$ cat config.mk
export PLATFORM = sky130hd
export DESIGN_NAME = psram_phy_sequencer
export DESIGN_NICKNAME = d
export VERILOG_FILES = /design/src/rtl/psram_pkg.sv /design/src/rtl/psram_phy_sequencer.sv
export SDC_FILE = /design/constraint.sdc
export NUM_CORES = 1
export LEC_CHECK = 0
export BUFFER_PORTS_ARGS = -buffer_cell sky130_fd_sc_hd__buf_2
export CAP_MARGIN = 20
export CORE_ASPECT_RATIO = 2
export CORE_MARGIN = 2
export CORE_UTILIZATION = 50
export DETAILED_ROUTE_END_ITERATION = 7
export PLACE_DENSITY = 0.86
export SLEW_MARGIN = 20
export SYNTH_ARGS = -nofsm -noshare
export SYNTH_HDL_FRONTEND = slang
export SYNTH_SLANG_ARGS = --single-unit
$ cat constraint.sdc
create_clock -name clk -period 3 [get_ports clk]
set_clock_uncertainty 0.1 [all_clocks]
set_input_delay 0.15 -clock clk [delete_from_list [all_inputs] [get_ports clk]]
set_output_delay 0.15 -clock clk [all_outputs]
set_load 0.05 [all_outputs]
$ cat src/rtl/psram_pkg.sv
// Shared types and CA-word layout for the PSRAM PHY sequencer.
package psram_pkg;

  typedef enum logic [2:0] {
    S_IDLE,
    S_CA0,
    S_CA1,
    S_CA2,
    S_LAT,
    S_DATA,
    S_RECOV
  } state_t;

  localparam int CA_W         = 48;
  localparam int CA_RW_BIT    = 47;
  localparam int CA_AS_BIT    = 46;
  localparam int CA_BURST_BIT = 45;
  localparam int CA_ROW_HI    = 34;
  localparam int CA_ROW_LO    = 16;
  localparam int CA_COL_HI    = 2;
  localparam int CA_COL_LO    = 0;

  // Read is CA[47]=1; address space is always memory; burst is linear.
  function automatic logic [CA_W-1:0] build_ca(input logic we, input logic [21:0] addr);
    logic [CA_W-1:0] ca;
    ca                        = '0;
    ca[CA_RW_BIT]             = ~we;
    ca[CA_AS_BIT]             = 1'b0;
    ca[CA_BURST_BIT]          = 1'b1;
    ca[CA_ROW_HI:CA_ROW_LO]   = addr[21:3];
    ca[CA_COL_HI:CA_COL_LO]   = addr[2:0];
    return ca;
  endfunction

endpackage

$ cat src/rtl/psram_phy_sequencer.sv
// Per-access CA/data/recovery sequencer feeding the PSRAM ODDR/IOBUF pin stage.
// Optional byte masking on writes via RWDS: define PSRAM_WRITE_MASK_EN.
module psram_phy_sequencer
  import psram_pkg::*;
#(
  parameter int LATENCY   = 6,
  parameter int RECOVERY  = 2,
  parameter int RD_WINDOW = 4
) (
  input  logic        clk,
  input  logic        reset_n,
  input  logic        req,
  input  logic        we,
  input  logic [21:0] addr,
  input  logic [15:0] wdata,
  input  logic [1:0]  wmask,
  output logic        ack,
  output logic        busy,
  output logic        cs_n,
  output logic        ck_en,
  output logic [7:0]  dq_d0,
  output logic [7:0]  dq_d1,
  output logic        dq_oen,
  output logic        rwds_d0,
  output logic        rwds_d1,
  output logic        rwds_oen,
  output logic        rd_window
);

  localparam logic [3:0] LAT_LD = 4'(LATENCY - 1);
  localparam logic [3:0] RDW_LD = 4'(RD_WINDOW - 1);
  localparam logic [3:0] REC_LD = 4'(RECOVERY - 1);

  state_t            state_q, state_d;
  logic [3:0]        cnt_q, cnt_d;
  logic              accept;
  logic              we_q;
  logic [15:0]       wdata_q;
  logic [CA_W-1:0]   ca_q, ca_sel;

  logic              busy_d, cs_n_d, ck_en_d, dq_oen_d, rwds_oen_d, rd_window_d;
  logic              rwds_d0_d, rwds_d1_d;
  logic [7:0]        dq_d0_d, dq_d1_d;

`ifdef PSRAM_WRITE_MASK_EN
  logic [1:0]        wmask_q;
`else
  logic              unused_wmask;
  assign unused_wmask = ^wmask;
`endif

  assign accept = (state_q == S_IDLE) && req;
  // The CA0 bytes are emitted on the acceptance edge, before the latch holds them.
  assign ca_sel = accept ? build_ca(we, addr) : ca_q;

  always_comb begin
    state_d = state_q;
    cnt_d   = cnt_q;
    case (state_q)
      S_IDLE:  if (req) state_d = S_CA0;
      S_CA0:   state_d = S_CA1;
      S_CA1:   state_d = S_CA2;
      S_CA2: begin
        state_d = S_LAT;
        cnt_d   = LAT_LD;
      end
      S_LAT: begin
        if (cnt_q == 4'd0) begin
          state_d = S_DATA;
          cnt_d   = we_q ? 4'd0 : RDW_LD;
        end else cnt_d = cnt_q - 4'd1;
      end
      S_DATA: begin
        if (cnt_q == 4'd0) begin
          state_d = S_RECOV;
          cnt_d   = REC_LD;
        end else cnt_d = cnt_q - 4'd1;
      end
      S_RECOV: begin
        if (cnt_q == 4'd0) state_d = S_IDLE;
        else cnt_d = cnt_q - 4'd1;
      end
      default: state_d = S_IDLE;
    endcase
  end

  // Output values are decoded from the state being entered so they register in step with it.
  always_comb begin
    busy_d      = (state_d != S_IDLE);
    cs_n_d      = 1'b1;
    ck_en_d     = 1'b0;
    dq_d0_d     = 8'h00;
    dq_d1_d     = 8'h00;
    dq_oen_d    = 1'b1;
    rwds_d0_d   = 1'b0;
    rwds_d1_d   = 1'b0;
    rwds_oen_d  = 1'b1;
    rd_window_d = 1'b0;
    if (state_d inside {S_CA0, S_CA1, S_CA2, S_LAT, S_DATA}) begin
      cs_n_d  = 1'b0;
      ck_en_d = 1'b1;
    end
    case (state_d)
      S_CA0: begin
        dq_d0_d  = ca_sel[47:40];
        dq_d1_d  = ca_sel[39:32];
        dq_oen_d = 1'b0;
      end
      S_CA1: begin
        dq_d0_d  = ca_sel[31:24];
        dq_d1_d  = ca_sel[23:16];
        dq_oen_d = 1'b0;
      end
      S_CA2: begin
        dq_d0_d  = ca_sel[15:8];
        dq_d1_d  = ca_sel[7:0];
        dq_oen_d = 1'b0;
      end
      S_DATA: begin
        if (we_q) begin
          dq_d0_d    = wdata_q[15:8];
          dq_d1_d    = wdata_q[7:0];
          dq_oen_d   = 1'b0;
          rwds_oen_d = 1'b0;
`ifdef PSRAM_WRITE_MASK_EN
          rwds_d0_d  = ~wmask_q[1];
          rwds_d1_d  = ~wmask_q[0];
`endif
        end else begin
          rd_window_d = 1'b1;
        end
      end
      default: ;
    endcase
  end

  always_ff @(posedge clk) begin
    if (!reset_n) begin
      state_q   <= S_IDLE;
      cnt_q     <= 4'd0;
      ack       <= 1'b0;
      busy      <= 1'b0;
      cs_n      <= 1'b1;
      ck_en     <= 1'b0;
      dq_d0     <= 8'h00;
      dq_d1     <= 8'h00;
      dq_oen    <= 1'b1;
      rwds_d0   <= 1'b0;
      rwds_d1   <= 1'b0;
      rwds_oen  <= 1'b1;
      rd_window <= 1'b0;
    end else begin
      state_q   <= state_d;
      cnt_q     <= cnt_d;
      ack       <= accept;
      busy      <= busy_d;
      cs_n      <= cs_n_d;
      ck_en     <= ck_en_d;
      dq_d0     <= dq_d0_d;
      dq_d1     <= dq_d1_d;
      dq_oen    <= dq_oen_d;
      rwds_d0   <= rwds_d0_d;
      rwds_d1   <= rwds_d1_d;
      rwds_oen  <= rwds_oen_d;
      rd_window <= rd_window_d;
    end
  end

  always_ff @(posedge clk) begin
    if (accept) begin
      we_q    <= we;
      wdata_q <= wdata;
      ca_q    <= ca_sel;
`ifdef PSRAM_WRITE_MASK_EN
      wmask_q <= wmask;
`endif
    end
  end

endmodule

== Yosys cells after proc, flatten, opt, wreduce, memory -nomap -nowiden ==
Cells that the tools add are included.

* Bitwise gates (word level): 1
* Eq/ne operators: 12
* Add/sub/neg operators: 1
* Reduce and logical (&&, ||, !) cells: 9
* Multiplexer cells: 19

{| class="wikitable"
|+ Operator list
! cell !! number
|-
| $pmux 8 s4 || 2
|-
| $mux 48 || 1
|-
| $pmux 3 s7 || 1
|-
| $mux 8 || 2
|-
| $pmux 4 s4 || 1
|-
| $eq 3x3->1 const B || 5
|-
| $eq 3x2->1 const B || 4
|-
| $mux 3 || 4
|-
| $mux 4 || 3
|-
| $eq 3x1->1 const B || 2
|-
| $reduce_bool 5->1 || 1
|-
| $logic_not 4->1 || 1
|-
| $reduce_and 2->1 || 2
|-
| $reduce_bool 4->1 || 1
|-
| $sub 4x1->4 const B || 1
|-
| $logic_not 3->1 || 1
|-
| $mux 1 || 3
|-
| $reduce_bool 3->1 || 1
|-
| $reduce_or 3->1 || 1
|-
| $mux 2 || 1
|-
| $ne 2x2->1 const B || 1
|-
| $pmux 1 s2 || 1
|-
| $logic_and 1x1->1 || 1
|-
| $not 1->1 || 1
|}

* Register bits after elaboration: 95
* Input bits: 44
* Logic and storage cells: 56
* Output and inout port bits: 25

== Longest topological paths before layout ==
Gate-level depths: netlist of the first run.

* Depth after elaboration: 6
* Gate-level depth with buffers: 8

== Least setup slack after synthesis of the first run ==
No wires, ideal clock.

* Path kind: reg-to-reg
* Start point: register state_q[2]
* End point: register ca_q[0] (enable)
* Setup time: 424 ps
* Path slack: 249 ps
* Period minus slack after synthesis: 2751 ps
* Cell stages (with the launch flop): 4
* Path buffers: 2
* Arrival: 2227 ps
* Cells stage by stage: dfxtp_1 -> buf_4 -> nor4b_4 -> clkbuf_1

* Longest elaborated chain between the ends: 2

{| class="wikitable"
|+ Ends and longest elaborated chain
! what !! RTL line !! RTL
|-
| from (decl) || psram_phy_sequencer.sv:34 || <nowiki>state_t state_q, state_d;</nowiki>
|-
| from (signal assigned) || psram_phy_sequencer.sv:153 || <nowiki>state_q <= state_d;</nowiki>
|-
| $logic_not 3->1 || psram_phy_sequencer.sv:52 || <nowiki>assign accept = (state_q == S_IDLE) && req;</nowiki>
|-
| $logic_and 1x1->1 || psram_phy_sequencer.sv:52 ||
|-
| via accept || psram_phy_sequencer.sv:36 || <nowiki>logic accept;</nowiki>
|-
| to (signal assigned) || psram_phy_sequencer.sv:173 || <nowiki>ca_q <= ca_sel;</nowiki>
|-
| to (decl) || psram_phy_sequencer.sv:39 || <nowiki>logic [CA_W-1:0] ca_q, ca_sel;</nowiki>
|}

The timed path passes the listed nets, and every way through them passes these cells.
A chain may end at the register's enable or synchronous reset.

== Worst setup path after layout of the first run ==
* Start point: register cnt_q[0]
* End point: register dq_d1[0]

* Longest elaborated chain between the ends: 5

{| class="wikitable"
|+ Ends and longest elaborated chain
! what !! RTL line !! RTL
|-
| from (decl) || psram_phy_sequencer.sv:35 || <nowiki>logic [3:0] cnt_q, cnt_d;</nowiki>
|-
| from (signal assigned) || psram_phy_sequencer.sv:154 || <nowiki>cnt_q <= cnt_d;</nowiki>
|-
| $logic_not 4->1 (*) || psram_phy_sequencer.sv:68, psram_phy_sequencer.sv:74, psram_phy_sequencer.sv:80 ||
|-
| $mux 3, on equally long branches || psram_phy_sequencer.sv:80, psram_phy_sequencer.sv:68, psram_phy_sequencer.sv:74 ||
|-
| $pmux 3 s7 (*) || psram_phy_sequencer.sv:59 || <nowiki>case (state_q)</nowiki>
|-
| $eq 3x3->1, or another cell as far along || psram_phy_sequencer.sv:103 || <nowiki>case (state_d)</nowiki>
|-
| $pmux 8 s4 (*) || psram_phy_sequencer.sv:103 ||
|-
| to (signal assigned) || psram_phy_sequencer.sv:160 || <nowiki>dq_d1 <= dq_d1_d;</nowiki>
|-
| to (decl) || psram_phy_sequencer.sv:22 || <nowiki>output logic [7:0] dq_d1,</nowiki>
|}

Every way passes the cells marked *; elsewhere a longest branch is shown, timed or not.

==> results.py, run 1 <==
metrics = {
    "finish": {
        "fillers": 476,
        "areaGrowthSynthToFinish_pct": 24.6,
        "finalNonFillerCells": 436,
        "drive_above_1_share_pct": 31.0,
        "fin_util_pct": 64.0,
        "num-nets-final": 389,
        "n_antenna_cell": 0,
    },
    "global_route": {
        "grt_max_degree": 52,
        "grt-ovfl-total": 0,
        "grtUsageTotal_pct": 20.6,
        "grt_pass1_wl_mm": 10.9,
        "grt_pass1_vias": 2360,
        "antenna_found_initial": 0,
    },
    "floorplan": {
        "core_um2": 6570,
        "start_util_pct": 51.4,
        "rows": 42,
        "die_w_um": 62.1,
        "io_pins": 69,
        "die_area_um2": 7460,
        "fp.dieH_um": 120,
    },
    "power": {
        "cellPowerDensity_nw_per_um2": 724,
        "leakage_nw": 1.66,
        "irDropWorstVdd_uv": 622,
    },
    "yosys": {
        "syn_inst": 261,
        "ys_ff_latch": 79,
        "syn_avg_cell_area_um2": 12.9,
        "yosys.area.top_type": "edfxtp_1",
        "synthFlopType": "edfxtp_1",
        "synth.most_common_cell": "edfxtp_1",
        "synth_commonest_cells": "edfxtp_1 (49), dfxtp_1 (30), nor2_1 (20)",
        "ys_warn_count": 0,
        "synth.area.top_cells": "edfxtp_1 (44%), dfxtp_1 (18%), mux2_2 (5.3%), nor2b_1 (3.0%), a22oi_1 (2.9%)",
        "ys_types": 50,
        "async_flop_share_pct": 0,
        "synth_edf_count": 49,
        "synth.top_cell.area_share_pct": 43.6,
        "netlist_area_um2": 3370,
        "synth-seq-area-share_pct": 61.4,
    },
    "clock_network": {
        "post_cts_resized": 0,
        "cts_setup_buffers": 0,
        "cts_root_buf": "clkbuf_16",
        "clk_latency_ns": 0.34,
        "cts_max_level": 3,
        "numClockSinks": 79,
        "numCtsBuffers": 9,
        "cts_tree": "yes",
        "cts_hold_buf": 19,
        "clkTransAtPathRegs_ns": 0.05,
        "clockBufferDepth": 2,
    },
    "timing": {
        "rsz0062_at_grt": "false",
        "finalSetupTns_ns": 0,
        "worstMarginPinSlew_ns": 0.907,
        "max_slew_margin_pct": 39.5,
        "finalHoldViolCount": 0,
        "worst_slack_ns": 0.680,
        "fmax_ghz": 0.431,
        "slew_viol_final": 0,
        "post-route-period-util_pct": 77.3,
        "setup_viol": 0,
        "fin_crit_ns": 2.32,
    },
    "routing": {
        "drcViolationCount": 0,
        "ant_nets": 0,
        "wire_per_inst_um": 16.0,
        "drt_iter0_markers": 130,
        "finalWirelength_mm": 6.96,
        "drt-vias-per-instance": 5.51,
        "first_pass_iters": 4,
        "route.vias.total": 2402,
    },
    "job": {
        "drv_cap": 0,
    },
    "worst_setup_path": {
        "crit_path_max_fanout": 12,
        "worstSetupPathType": "register to register",
        "startpoint_type": "register",
        "setup.worst_path.end_class": "register",
        "arrival_ns": 2.49,
        "required_ns": 3.17,
    },
    "worst_hold_path": {
        "hold_class": "primary input to register",
    },
    "place": {
        "place.gp.congestion": 0.806,
        "pre_cts_slack_ns": 0.707,
        "dp_hpwl_mm": 4.58,
        "dp_cells": 401,
        "port_buffers": 64,
    },
    "outcome": {
        "outcome": "finished clean",
    },
}
==> routing by layer <==
layer	vias to the layer above	GRT usage [%]	share of wire, %
met2	91	31.9	52
met1	1148	23.7	39
met5	-	0	0
li1	1138	-	-
met3	25	5.50	5.0
met4	0	13.7	4.1
==> cells by family (layout without fill, tap and decap cells) <==
logic type | after synthesis | in the layout | synth area share (%)
other cells | 1 | 2 | 0.111
simple gates | 74 | 74 | 13.0
buf+inv | 26 | 112 | 4.27
flops | 79 | 79 | 61.4
compound gates | 59 | 59 | 13.7
mux | 20 | 20 | 6.75
fa+ha+maj | 2 | 2 | 0.742
==> sequential cells by signal, summed over array words and instances (netlist names), 3 cells and up <==
signal,flops
ca_q,32
state_q,3
wdata_q,16
cnt_q,4
dq_d0,8
dq_d1,8
==> path summary, 6_finish.rpt <==
path                   start        to  slack, ns  depth (start not counted)
setup / recovery    cnt_q[0]  dq_d1[0]       0.68                          7
hold / removal       addr[2]   ca_q[2]       0.01                          2
setup reg to reg    cnt_q[0]  dq_d1[0]       0.68                          7
hold reg to reg   wdata_q[4]  dq_d1[4]       0.38                          2
==> cells in the final DEF, fill, tap and decap left out, types with 13 or more instances in the layout <==
cell type	instances
buf_2	64
edfxtp_1	49
dfxtp_1	30
nor2_1	20
dlygate4sd3_1	19
nor2b_1	16
mux2_2	16
a21oi_1	14
a22oi_1	13
==> stage by stage <==
step           total power [mW]  cell area, um2  hold WS [ns]
3_3_place_gp               2.04            3750         0.228
2_1_floorplan              1.93            3380         0.112
4_1_cts                    3.06            4200       0.00472
5_1_grt                    3.18            4200       0.00833
3_5_place_dp               2.07            3750         0.228
6_report                   3.04            4200        0.0116
==> final cells by class <==
type                       count  area [um2]  area share, %
timing repair buffer          90         576           13.7
multi-input combinational    157        1160           27.6
inverter                       6        22.5          0.536
clock inverter                 1        5.00          0.119
sequential                    79        2070           49.3
clock buffer                  15         258           6.13
tap                           88         110           2.62
==> power breakdown <==
| group | leakage [nW] | internal (mW) | switching, mW | total, mW |
|---|---|---|---|---|
| registers | 0.714 | 1.34 | 0.0925 | 1.43 |
| logic | 0.820 | 0.261 | 0.378 | 0.639 |
| clock network | 0.128 | 0.582 | 0.388 | 0.971 |
==> critical path: stages (launching register included) <==
cell and delay [ns]:
dfxtp_1 0.31, inv_1 0.11, ha_1 0.21, or3b_1 0.53, a21oi_2 0.21, o2111ai_2 0.36
buf_4 0.33, nor2_1 0.10
(Power assumes the default switching activity.)
==> run 2, diff against run 1 <==
CORE_UTILIZATION = 48   (was 50)
clock period = 2 ns   (was 3 ns; I/O delays follow)
==> results.py, run 2 (synthesis gave the netlist of run 1 again) <==
metrics = {
    "routing": {
        "first_pass_iters": 6,
        "drcViolationCount": 0,
        "drt_iter0_markers": 153,
        "route.vias.total": 2546,
        "wire_per_inst_um": 17.0,
        "drt-vias-per-instance": 5.35,
        "ant_nets": 0,
        "finalWirelength_mm": 8.07,
    },
    "finish": {
        "top_regs": "ca_q: 32 flops, wdata_q: 16 flops",
        "final_cell_area_um2": 4590,
        "regMostFlops": "ca_q",
        "multiInputGateArea_um2": 1180,
        "fillers": 536,
        "final_common_cell": "buf_2",
        "num-nets-final": 427,
        "largest_reg_flops": 32,
        "drive_above_1_share_pct": 34.2,
        "final_cell_mix": "buf_2 (64), edfxtp_1 (49), dlygate4sd3_1 (37)",
        "fin_util_pct": 66.6,
        "ff_latch_area_um2": 2070,
        "n_antenna_cell": 0,
        "finalNonFillerCells": 476,
        "areaGrowthSynthToFinish_pct": 36.0,
    },
    "place": {
        "port_buffers": 64,
        "dp_cells": 423,
        "placed_area_um2": 3920,
        "dp_hpwl_mm": 5.23,
        "place.gp.congestion": 0.837,
    },
    "worst_setup_path": {
        "startpoint_type": "register",
        "path_delay_family": "buffers and inverters",
        "crit_buf_inv": 3,
        "cp_common_cell": "buf_4",
        "arrival_ns": 2.02,
        "setup.worst_path.end_class": "register",
        "required_ns": 2.11,
        "path_cells": "inv_1, ha_2, or3b_4, buf_4, a311oi_4, buf_4, a221oi_2",
        "worstSetupPathType": "register to register",
        "slowest_stage": "or3b_4",
        "max_stage_delay_ns": 0.41,
        "crit_path_max_fanout": 5,
    },
    "clock_network": {
        "clkTransAtPathRegs_ns": 0.06,
        "cts_max_level": 3,
        "numCtsBuffers": 9,
        "clk_latency_ns": 0.34,
        "numClockSinks": 79,
        "cts_tree": "yes",
        "clockBufferDepth": 2,
        "cts_root_buf": "clkbuf_16",
        "cts_setup_buffers": 0,
    },
    "worst_hold_path": {
        "hold_class": "primary input to register",
    },
    "floorplan": {
        "core_um2": 6890,
        "io_pins": 69,
        "die_area_um2": 7750,
        "fp.dieH_um": 123,
        "die_w_um": 63.3,
        "start_util_pct": 49.0,
        "rows": 43,
    },
    "global_route": {
        "grt_pass1_wl_mm": 12.6,
        "grtUsageTotal_pct": 22.0,
        "grt_pass1_vias": 2659,
        "grt-ovfl-total": 0,
        "antenna_found_initial": 0,
        "grt_max_degree": 34,
    },
    "timing": {
        "rsz0062_at_grt": "false",
        "setup_viol": 0,
        "finalSetupTns_ns": 0,
        "fmax_ghz": 0.523,
        "finalHoldViolCount": 0,
        "post-route-period-util_pct": 95.5,
        "fin_crit_ns": 1.91,
        "slew_viol_final": 0,
    },
    "job": {
        "drv_cap": 0,
    },
    "power": {
        "cellPowerDensity_nw_per_um2": 1040,
        "leakage_nw": 1.85,
        "total_power_mw": 4.79,
        "irDropWorstVdd_uv": 842,
    },
    "outcome": {
        "outcome": "finished clean",
    },
}
## run 2: cell count changes in the layout (fill, tap and decap cells not counted), sizes merged
cell         change
buf             +20
clkinvlp         +1
clkbuf           -3
dlygate4sd3     +18
clkinv           +2
## run 2: layout make-up
type                            instances  area share (%)
Inverter                                6           0.491
Sequential cell                        79            45.2
Timing Repair Buffer                  128            20.1
Tap cell                               90            2.45
Multi-Input combinational cell        157            25.8
Clock inverter                          4           0.436
Clock buffer                           12            5.59
## run 2: tightest hold or removal path: cells and delay by family
family | cells | cell delay (ns)
buffers and inverters | 1 | 0.10
and+or+nand+nor | 2 | 0.11
AOI/OAI and AO/OA | 2 | 0.18
## run 2: report_power, final
group	total (mW)	switching (mW)	internal, mW
Sequential	2.12	0.112	2.01
Combinational	1.16	0.655	0.510
Clock	1.50	0.603	0.897
## run 2: what timing repair did
item | CTS | global route
endpoints found under the hold margin | 38 | 0
pin swaps | 0 | 1
endpoints found under the setup margin | 3 | 17
resized for setup | 1 | 5
hold buffers | 37 | 0
## run 2: path summary, 6_finish.rpt
path | start | endpoint | slack (ns) | depth (start not counted)
worst min-delay path | addr[19] | dq_d1[0] | 0.11 | 5
worst max register to register | cnt_q[1] | cnt_q[0] | 0.09 | 7
worst min register to register | wdata_q[0] | dq_d1[0] | 0.38 | 2
worst max-delay path | cnt_q[1] | cnt_q[0] | 0.09 | 7
## run 2: per-stage QoR
step / hold WS (ns) / setup WS (ns)
after floorplan: 0.0619 / 0.129
after global placement: 0.177 / 0.0534
after detailed placement: 0.178 / -0.0175
after CTS: 0.0887 / 0.00393
after global routing: 0.158 / 0.00322
final: 0.107 / 0.0891
## run 2: layer usage
metal / vias to the layer above / part of all wire (%) / GRT usage, %
met5: - / 0 / 0
met4: 0 / 4.8 / 14.8
met3: 30 / 3.9 / 5.13
met2: 78 / 54 / 39.4
met1: 1227 / 38 / 22.3
li1: 1211 / - / -
==> run 3, diff against run 2 <==
ABC_AREA = 1   (was default)
CORE_UTILIZATION = 49   (was 48)
PLACE_DENSITY = 0.87   (was 0.86)
==> results.py, run 3 <==
metrics = {
    "power": {
        "irDropWorstVdd_uv": 697,
        "cellPowerDensity_nw_per_um2": 1020,
        "leakage_nw": 2.20,
    },
    "yosys": {
        "synth_top_family_by_area": "simple AND/OR/NAND/NOR gates",
        "netlist_area_um2": 3610,
        "yosys.area_share.adder_pct": 0.693,
        "synth.area.top_cells": "edfxtp_1 (41%), dfxtp_1 (17%), nand2_1 (13%), inv_1 (5.3%), nand3_1 (4.0%)",
        "synth-seq-area-share_pct": 57.4,
        "synth-xor-area-share_pct": 0.243,
        "ys_types": 31,
        "muxShareOfSynthArea_pct": 0,
        "syn_inst": 392,
        "synth_commonest_cells": "nand2_1 (127), inv_1 (51), edfxtp_1 (49)",
        "synth_compound_area_share_pct": 0.970,
        "synthSimpleGateAreaFrac_pct": 30.8,
        "async_flop_share_pct": 0,
        "syn_avg_cell_area_um2": 9.21,
        "synth_edf_count": 49,
        "synthFlopType": "edfxtp_1",
        "synth.top_cell.area_share_pct": 40.7,
        "yosys.area.top_type": "edfxtp_1",
        "ys_warn_count": 0,
        "synth.most_common_cell": "nand2_1",
        "ys_ff_latch": 79,
    },
    "worst_setup_path": {
        "crit_path_max_fanout": 17,
        "r2r-end": "ck_en",
        "worstSetupPathType": "register to register",
        "arrival_ns": 2.03,
        "required_ns": 2.17,
        "setup.worst_path.end_class": "register",
        "reg2regPathDepth": 8,
        "startpoint_type": "register",
        "rrSetupSlack_ns": 0.14,
        "rr_startpoint": "state_q[0]",
    },
    "routing": {
        "drt-vias-per-instance": 4.87,
        "drt_iter0_markers": 175,
        "first_pass_iters": 5,
        "finalWirelength_mm": 7.99,
        "wire_per_inst_um": 13.6,
        "ant_nets": 0,
        "route.vias.total": 2861,
        "drcViolationCount": 0,
    },
    "timing": {
        "fmax_ghz": 0.538,
        "worstMarginPinSlew_ns": 0.798,
        "max_slew_margin_pct": 46.7,
        "post-route-period-util_pct": 93.0,
        "worst_slack_ns": 0.140,
        "finalSetupTns_ns": 0,
        "slew_viol_final": 0,
        "rsz0062_at_grt": "false",
        "finalHoldViolCount": 0,
        "fin_crit_ns": 1.86,
        "setup_viol": 0,
    },
    "finish": {
        "multiInputGateArea_um2": 1200,
        "fillers": 580,
        "final_common_cell": "nand2_1",
        "largest_reg_flops": 32,
        "top_regs": "ca_q: 32 flops, wdata_q: 16 flops",
        "final_cell_area_um2": 4610,
        "final_cell_mix": "nand2_1 (127), buf_2 (64), inv_1 (51)",
        "regMostFlops": "ca_q",
        "drive_above_1_share_pct": 25.4,
        "fin_util_pct": 63.9,
        "num-nets-final": 537,
        "areaGrowthSynthToFinish_pct": 27.6,
        "ff_latch_area_um2": 2070,
        "n_antenna_cell": 0,
    },
    "floorplan": {
        "die_area_um2": 8110,
        "fp.dieH_um": 125,
        "io_pins": 69,
        "die_w_um": 64.7,
        "core_um2": 7210,
        "rows": 44,
        "start_util_pct": 50.1,
    },
    "place": {
        "port_buffers": 64,
        "placed_area_um2": 3970,
        "pre_cts_slack_ns": 0.120,
        "dp_hpwl_mm": 5.10,
        "place.gp.congestion": 0.799,
    },
    "clock_network": {
        "numCtsBuffers": 9,
        "cts_max_level": 3,
        "clkTransAtPathRegs_ns": 0.06,
        "cts_setup_buffers": 0,
        "cts_root_buf": "clkbuf_16",
        "cts_tree": "yes",
        "clockBufferDepth": 2,
        "clk_latency_ns": 0.33,
        "numClockSinks": 79,
    },
    "worst_hold_path": {
        "hold_depth": 5,
        "min_to": "dq_d1[0]",
        "min_from": "addr[19]",
        "hold_class": "primary input to register",
    },
    "global_route": {
        "antenna_found_initial": 0,
        "grt_pass1_wl_mm": 13.1,
        "grt-ovfl-total": 0,
        "grt_max_degree": 53,
        "grtUsageTotal_pct": 21.5,
        "grt_pass1_vias": 2927,
    },
    "job": {
        "drv_cap": 0,
    },
    "outcome": {
        "outcome": "finished clean",
    },
}
[run 3: power breakdown]
group	switching, mW	internal (mW)	total (mW)
sequential	0.0853	2.00	2.08
combinational	0.699	0.313	1.01
clock	0.602	0.992	1.59
total	1.39	3.30	4.69
[run 3: cell type report]
| class | instances | share of cell area [%] |
|---|---|---|
| Inverter | 54 | 4.67 |
| Sequential cell | 79 | 45.0 |
| Tap cell | 92 | 2.50 |
| Multi-Input combinational cell | 244 | 26.1 |
| Timing Repair Buffer | 103 | 15.4 |
| Clock buffer | 12 | 5.35 |
| Clock inverter | 4 | 0.978 |
[run 3: how the worst max path moves through the flow]
stage               startpoint        to  slack (ns)
floorplan           state_q[2]   ca_q[0]        0.02
global placement    state_q[1]      cs_n        0.16
detailed placement  state_q[1]      cs_n        0.12
CTS                 state_q[1]     ck_en         0.1
global route          cnt_q[0]  dq_d0[6]        0.01
finish              state_q[0]     ck_en        0.14
[run 3: worst max-delay path, stage by stage, from the launching register on]
cell     delay, ns
dfxtp_1       0.47
nand2_2       0.13
nor2_2        0.62
nor2_1        0.12
nand2_1       0.09
nor2_1        0.05
nand2_1       0.07
nand2_1       0.06
inv_1         0.09
[run 3: kinds of logic (layout without fill, tap and decap cells)]
kind of cell,count (synthesis),count (layout)
and+or+nand+nor,232,232
other,1,2
adders and majority gates,2,2
xor gates and xnor gates,1,1
buffers and inverters,70,173
AOI/OAI and AO/OA,7,7
DFF,79,79
[run 3: what timing repair did]
action                                 in CTS  in global routing
setup endpoints to repair                   0                 11
endpoints found under the hold margin      33                  0
gates resized for setup                     0                  4
hold buffers                               33                  0
[run 3: stage by stage]
stage | cells | power (mW) | hold slack, ns
2_1_floorplan | 393 | 2.84 | 0.0989
3_3_place_gp | 539 | 3.03 | 0.178
3_5_place_dp | 539 | 3.06 | 0.178
4_1_cts | 588 | 4.71 | 0.0156
5_1_grt | 588 | 4.90 | 0.0728
6_report | 588 | 4.69 | 0.0190
[run 3: metal layers]
| metal | vias up | share of wire (%) | global-route usage, % |
|---|---|---|---|
| met1 | 1306 | 37 | 21.6 |
| met3 | 28 | 5.3 | 5.85 |
| met4 | 0 | 4.7 | 17.1 |
| li1 | 1415 | - | - |
| met5 | - | 0 | 0 |
| met2 | 112 | 53 | 36.1 |
